--- config.mk ---
export PLATFORM = sky130hd
export DESIGN_NAME = fetch_unit
export DESIGN_NICKNAME = d
export VERILOG_FILES = /design/src/rtl/fetch_unit.sv
export SDC_FILE = /design/constraint.sdc
export NUM_CORES = 1
export LEC_CHECK = 0
export BUFFER_PORTS_ARGS = -buffer_cell sky130_fd_sc_hd__buf_2
export CAP_MARGIN = 0
export CORE_MARGIN = 2
export CORE_UTILIZATION = 51
export CTS_CLUSTER_DIAMETER = 120
export CTS_CLUSTER_SIZE = 14
export DETAILED_ROUTE_END_ITERATION = 8
export GPL_ROUTABILITY_DRIVEN = 0
export PLACE_DENSITY = 0.8
export SLEW_MARGIN = 25
export SYNTH_ARGS = -nofsm -noshare
export SYNTH_HDL_FRONTEND = slang
export SYNTH_SLANG_ARGS = --single-unit
--- constraint.sdc ---
create_clock -name clk -period 6.1 [get_ports clk]
set_clock_uncertainty 0.2 [all_clocks]
set_input_delay 0.61 -clock clk [delete_from_list [all_inputs] [get_ports clk]]
set_output_delay 0.61 -clock clk [all_outputs]
set_load 0.1 [all_outputs]
--- src/rtl/fetch_unit.sv ---
// Instruction-fetch stage: owns the PC, talks to a variable-latency instruction
// memory over req/ready, and feeds {PC+4, instruction} into IF/ID with a one-entry skid.
module fetch_unit (
   input  logic        clk,
   input  logic        rst,
   input  logic        freeze,
   input  logic        branch_taken,
   input  logic [31:0] branch_addr,
   output logic        imem_req,
   output logic [31:0] imem_addr,
   input  logic        imem_ready,
   input  logic [31:0] imem_rdata,
   output logic [31:0] pc_out,
   output logic [31:0] instr_out,
   output logic        instr_valid
);

   typedef enum logic [1:0] {FETCH, HOLD, DRAIN} state_t;

   state_t      state, state_next;
   logic [31:0] pc, pc_next;
   logic [31:0] req_addr, req_addr_next;
   logic [31:0] skid_pc, skid_pc_next;
   logic [31:0] skid_instr, skid_instr_next;
   logic        skid_full, skid_full_next;
   logic [31:0] pc_out_next, instr_out_next;
   logic        instr_valid_next;
   logic        req_int;
   logic        load_ok;
   logic [31:0] pc_plus4;

   assign pc_plus4 = pc + 32'd4;
   assign load_ok  = ~freeze | ~instr_valid;
   // Request is forced low while reset is held, independent of the FSM.
   assign imem_req = req_int & ~rst;

   always_ff @(posedge clk or posedge rst) begin
      if (rst) begin
         state       <= FETCH;
         pc          <= '0;
         req_addr    <= '0;
         skid_pc     <= '0;
         skid_instr  <= '0;
         skid_full   <= 1'b0;
         pc_out      <= '0;
         instr_out   <= '0;
         instr_valid <= 1'b0;
      end else begin
         state       <= state_next;
         pc          <= pc_next;
         req_addr    <= req_addr_next;
         skid_pc     <= skid_pc_next;
         skid_instr  <= skid_instr_next;
         skid_full   <= skid_full_next;
         pc_out      <= pc_out_next;
         instr_out   <= instr_out_next;
         instr_valid <= instr_valid_next;
      end
   end

   always_comb begin
      state_next       = state;
      pc_next          = pc;
      req_addr_next    = req_addr;
      skid_pc_next     = skid_pc;
      skid_instr_next  = skid_instr;
      skid_full_next   = skid_full;
      pc_out_next      = pc_out;
      instr_out_next   = instr_out;
      instr_valid_next = instr_valid;
      req_int          = 1'b0;
      imem_addr        = pc;

      case (state)
         FETCH: begin
            req_int       = 1'b1;
            imem_addr     = pc;
            req_addr_next = pc;
            if (branch_taken) begin
               pc_next          = branch_addr;
               pc_out_next      = '0;
               instr_out_next   = '0;
               instr_valid_next = 1'b0;
               skid_full_next   = 1'b0;
               skid_pc_next     = '0;
               skid_instr_next  = '0;
               // An unanswered request must still be drained before retargeting.
               state_next       = imem_ready ? FETCH : DRAIN;
            end else if (imem_ready) begin
               pc_next = pc_plus4;
               if (load_ok) begin
                  pc_out_next      = pc_plus4;
                  instr_out_next   = imem_rdata;
                  instr_valid_next = 1'b1;
               end else begin
                  skid_pc_next    = pc_plus4;
                  skid_instr_next = imem_rdata;
                  skid_full_next  = 1'b1;
                  state_next      = HOLD;
               end
            end else if (load_ok) begin
               pc_out_next      = '0;
               instr_out_next   = '0;
               instr_valid_next = 1'b0;
            end
         end
         HOLD: begin
            if (branch_taken) begin
               pc_next          = branch_addr;
               pc_out_next      = '0;
               instr_out_next   = '0;
               instr_valid_next = 1'b0;
               skid_full_next   = 1'b0;
               skid_pc_next     = '0;
               skid_instr_next  = '0;
               state_next       = FETCH;
            end else if (!freeze) begin
               pc_out_next      = skid_pc;
               instr_out_next   = skid_instr;
               instr_valid_next = 1'b1;
               skid_full_next   = 1'b0;
               state_next       = FETCH;
            end
         end
         DRAIN: begin
            // Keep presenting the abandoned address until memory answers it.
            req_int          = 1'b1;
            imem_addr        = req_addr;
            pc_out_next      = '0;
            instr_out_next   = '0;
            instr_valid_next = 1'b0;
            if (branch_taken)
               pc_next = branch_addr;
            if (imem_ready)
               state_next = FETCH;
         end
         default: state_next = FETCH;
      endcase
   end

endmodule

==> out/results.txt <==
Outcome - finished clean
First-pass GRT wire length - 39,000 um
Post-layout min period - 3120 ps
Final core occ - 60.2%
Sequential cell area - 4880 sq um
CP max stage cell - buf_2
XOR/XNOR share of the synthesized area - 2.25%
Post-synthesis simple-gate area fraction - 13.9%
Initial antenna violation count - 0
Drt first pass iters - 5
Vias in the first global route - 7,479
Crit path DAT - 2310 ps
Unique cell type count in the Yosys netlist - 58
WS Path Type - reg2out
WL/cell - 18.7 um
Later-pin clock latency in the skew report - 420 ps
RSZ-0062 raised after global routing - no
Final WL - 23,600 um
Reg2Reg Setup Slack - 3100 ps
Area of the multi-input gates - 4080 sq um
TritonCTS clock tree - done
Compound-Gate Fraction of Synth Area - 18.7%
Instance count on the critical path - 6
Worst reg-to-reg path cell count - 7
Core ar. - 18,000 sq um
Diodes inserted - 0
Number of clock sinks - 195
Final Cycle Share - 51.2%
WP data required - 5290 ps
Initial core utilization - 52.0%
Post-synthesis cell count - 910
CTS buffer count - 17
Reg2Reg Capture Point - pc_out[21]$_DFFE_PP0P_
Post-DP Area - 10,200 sq um
Buffers on Ports - 166
Post-synthesis adder-cell area fraction - 0.670%
Buf/Inv on CP - 3
Delay-heaviest family, CP - buffers and inverters
Sequential share of the synthesized area - 52.3%
Post-synth EDFFs - 0
Site Rows - 49
Setup crit end kind - output port
Final ANT Viol Nets - 0
CTS clk-pin slew, worst paths - 70 ps
Root Buffer - clkbuf_16
Relative slew slack - 23.3%
DP Wirelength - 14,800 um
Achievable frequency - 320 MHz
Post-synth top flop - dfrtp_1
Synth async-reset ratio - 100%
Vias after detailed routing - 7,675
DRC - 0
Worst hold path class - in2async
Final Net Count - 1,097
Die area - 19,400 sq um
Area growth syn-to-layout - 15.8%
Synthesized area per cell - 10.3 sq um
IO Pins - 167
Endpoints failing setup - 0
Largest net degree at the start of global routing - 178
Die W - 139 um
Max cap viols - 0
Yosys reg bits - 195
CP Launch Type - flip-flop
Hold-fix buffers, CTS - 0
Clock tree buffer depth - 2
Main combinational cell family by area after synthesis - compound AO/OA/AOI/OAI gates
Final Slew Violations - 0
Launching point of the worst reg2reg path - state[1]$_DFFE_PP0P_
Synth warn - 0
Die height - 139 um
Multiplexer share of the synthesized area - 7.44%
Ratio of cells with drive above 1 in the final layout - 27.9%
GRT overflow - 0
CP max FO - 40
Post-CTS setup repair buffer count - 0
H-tree levels - 4
Final hold vios - 0
Layout fillers - 1,498
Mapped Nets - 984
Slowest stage delay, CP - 490 ps
Post-cts sizing count - 0
Final instance area - 10,800 sq um
Setup TNS - 0 ps
Total GRT Usage - 24.6%
Crit path cell chain - inv_1 -> ha_1 -> buf_4 -> nand2_1 -> o21ai_0 -> buf_2
First DRT Iteration DRCs - 590
Vias per cell - 6.07
Post-Syn Area - 9340 sq um
Slew of the pin with the lowest slew margin - 1150 ps
-- synthesized netlist by cell type (all sizes together) (6+ instances only) --
| master | instances | area (sq um) |
|---|---|---|
| a21oi | 53 | 269 |
| a221oi | 45 | 394 |
| a22o | 49 | 429 |
| a2bb2oi | 15 | 131 |
| a31oi | 6 | 37.5 |
| and3 | 8 | 51.3 |
| buf | 16 | 80.1 |
| clkbuf | 64 | 282 |
| dfrtp | 195 | 4880 |
| inv | 11 | 41.3 |
| mux2 | 59 | 664 |
| nand2 | 67 | 251 |
| nand3 | 24 | 125 |
| nand4 | 10 | 83.8 |
| nor2 | 126 | 473 |
| nor3 | 10 | 50.1 |
| nor4 | 7 | 58.8 |
| o21ai | 50 | 250 |
| o22ai | 23 | 144 |
| xnor2 | 7 | 61.3 |
| xor2 | 17 | 149 |
-- worst max-delay path by stage --
stage                              start                endpoint  slack, ps
floorplan             pc[27]$_DFFE_PP0P_           imem_addr[27]       2270
global placement    state[1]$_DFFE_PP0P_  pc_out[21]$_DFFE_PP0P_       2800
CTS                 state[1]$_DFFE_PP0P_  pc_out[21]$_DFFE_PP0P_       2690
detailed placement  state[1]$_DFFE_PP0P_  pc_out[21]$_DFFE_PP0P_       2700
finish              state[0]$_DFFE_PP0P_           imem_addr[30]       2980
global route        state[0]$_DFFE_PP0P_           imem_addr[30]       2830
-- logic make-up (layout without fill, tap and decap cells) --
kind of cell / Yosys count / in the layout
AOI/OAI and AO/OA: 252 / 252
buffers and inverters: 93 / 218
DFF: 195 / 195
adders and majority gates: 5 / 5
and+or+nand+nor: 279 / 279
muxes: 62 / 62
xor gates and xnor gates: 24 / 24
-- registers in the layout (all words and copies together) (netlist names) --
name         count
pc              32
instr_valid      1
skid_pc         32
state            2
req_addr        32
pc_out          32
instr_out       32
skid_instr      32
-- through the flow --
step | hold slack [ps] | std cells | setup WS (ps)
after floorplan | 242 | 910 | 2270
after global placement | 260 | 1233 | 2800
after detailed placement | 267 | 1233 | 2700
after CTS | 10.6 | 1264 | 2690
after global routing | 24.2 | 1264 | 2830
final | 9.73 | 1264 | 2980
-- layout by cell type (no fill, tap or decap), types with 3 or more instances in the layout --
master / synthesis / final
dfrtp_1: 195 / 195
buf_2: 4 / 166
nor2_1: 126 / 125
nand2_1: 67 / 67
mux2_2: 59 / 59
a21oi_1: 52 / 52
o21ai_0: 50 / 50
a22o_1: 49 / 49
a221oi_1: 45 / 45
nand3_1: 23 / 23
o22ai_1: 23 / 20
xor2_1: 17 / 17
clkbuf_16: 0 / 17
a2bb2oi_1: 15 / 15
inv_1: 11 / 10
nor3_1: 10 / 9
buf_4: 2 / 9
nand4_1: 8 / 8
xnor2_1: 7 / 7
and3_1: 7 / 7
nor4_1: 6 / 6
a31oi_1: 6 / 6
or4_1: 4 / 4
ha_1: 5 / 4
or2_2: 3 / 3
clkinvlp_4: 0 / 3
mux2i_1: 3 / 3
nor2b_1: 3 / 3
clkbuf_8: 4 / 3
clkinv_2: 0 / 3
bufinv_16: 0 / 3
-- final cells by class --
cell class	count	share of cell area (%)
Clock inverter	9	1.19
Clock buffer	22	4.39
Multi-Input combinational cell	622	37.7
Inverter	11	0.417
Sequential cell	195	45.1
Timing Repair Buffer	176	8.50
Tap cell	229	2.65
-- routing by layer --
layer | routed length [um] | global-route usage, %
met5 | 0 | 0
met1 | 10400 | 36.2
met4 | 306 | 6.38
met3 | 1980 | 4.99
met2 | 10900 | 37.7
Power is not shown: default switching activity piles up to over one toggle a cycle in this logic, so the estimate is an artifact.
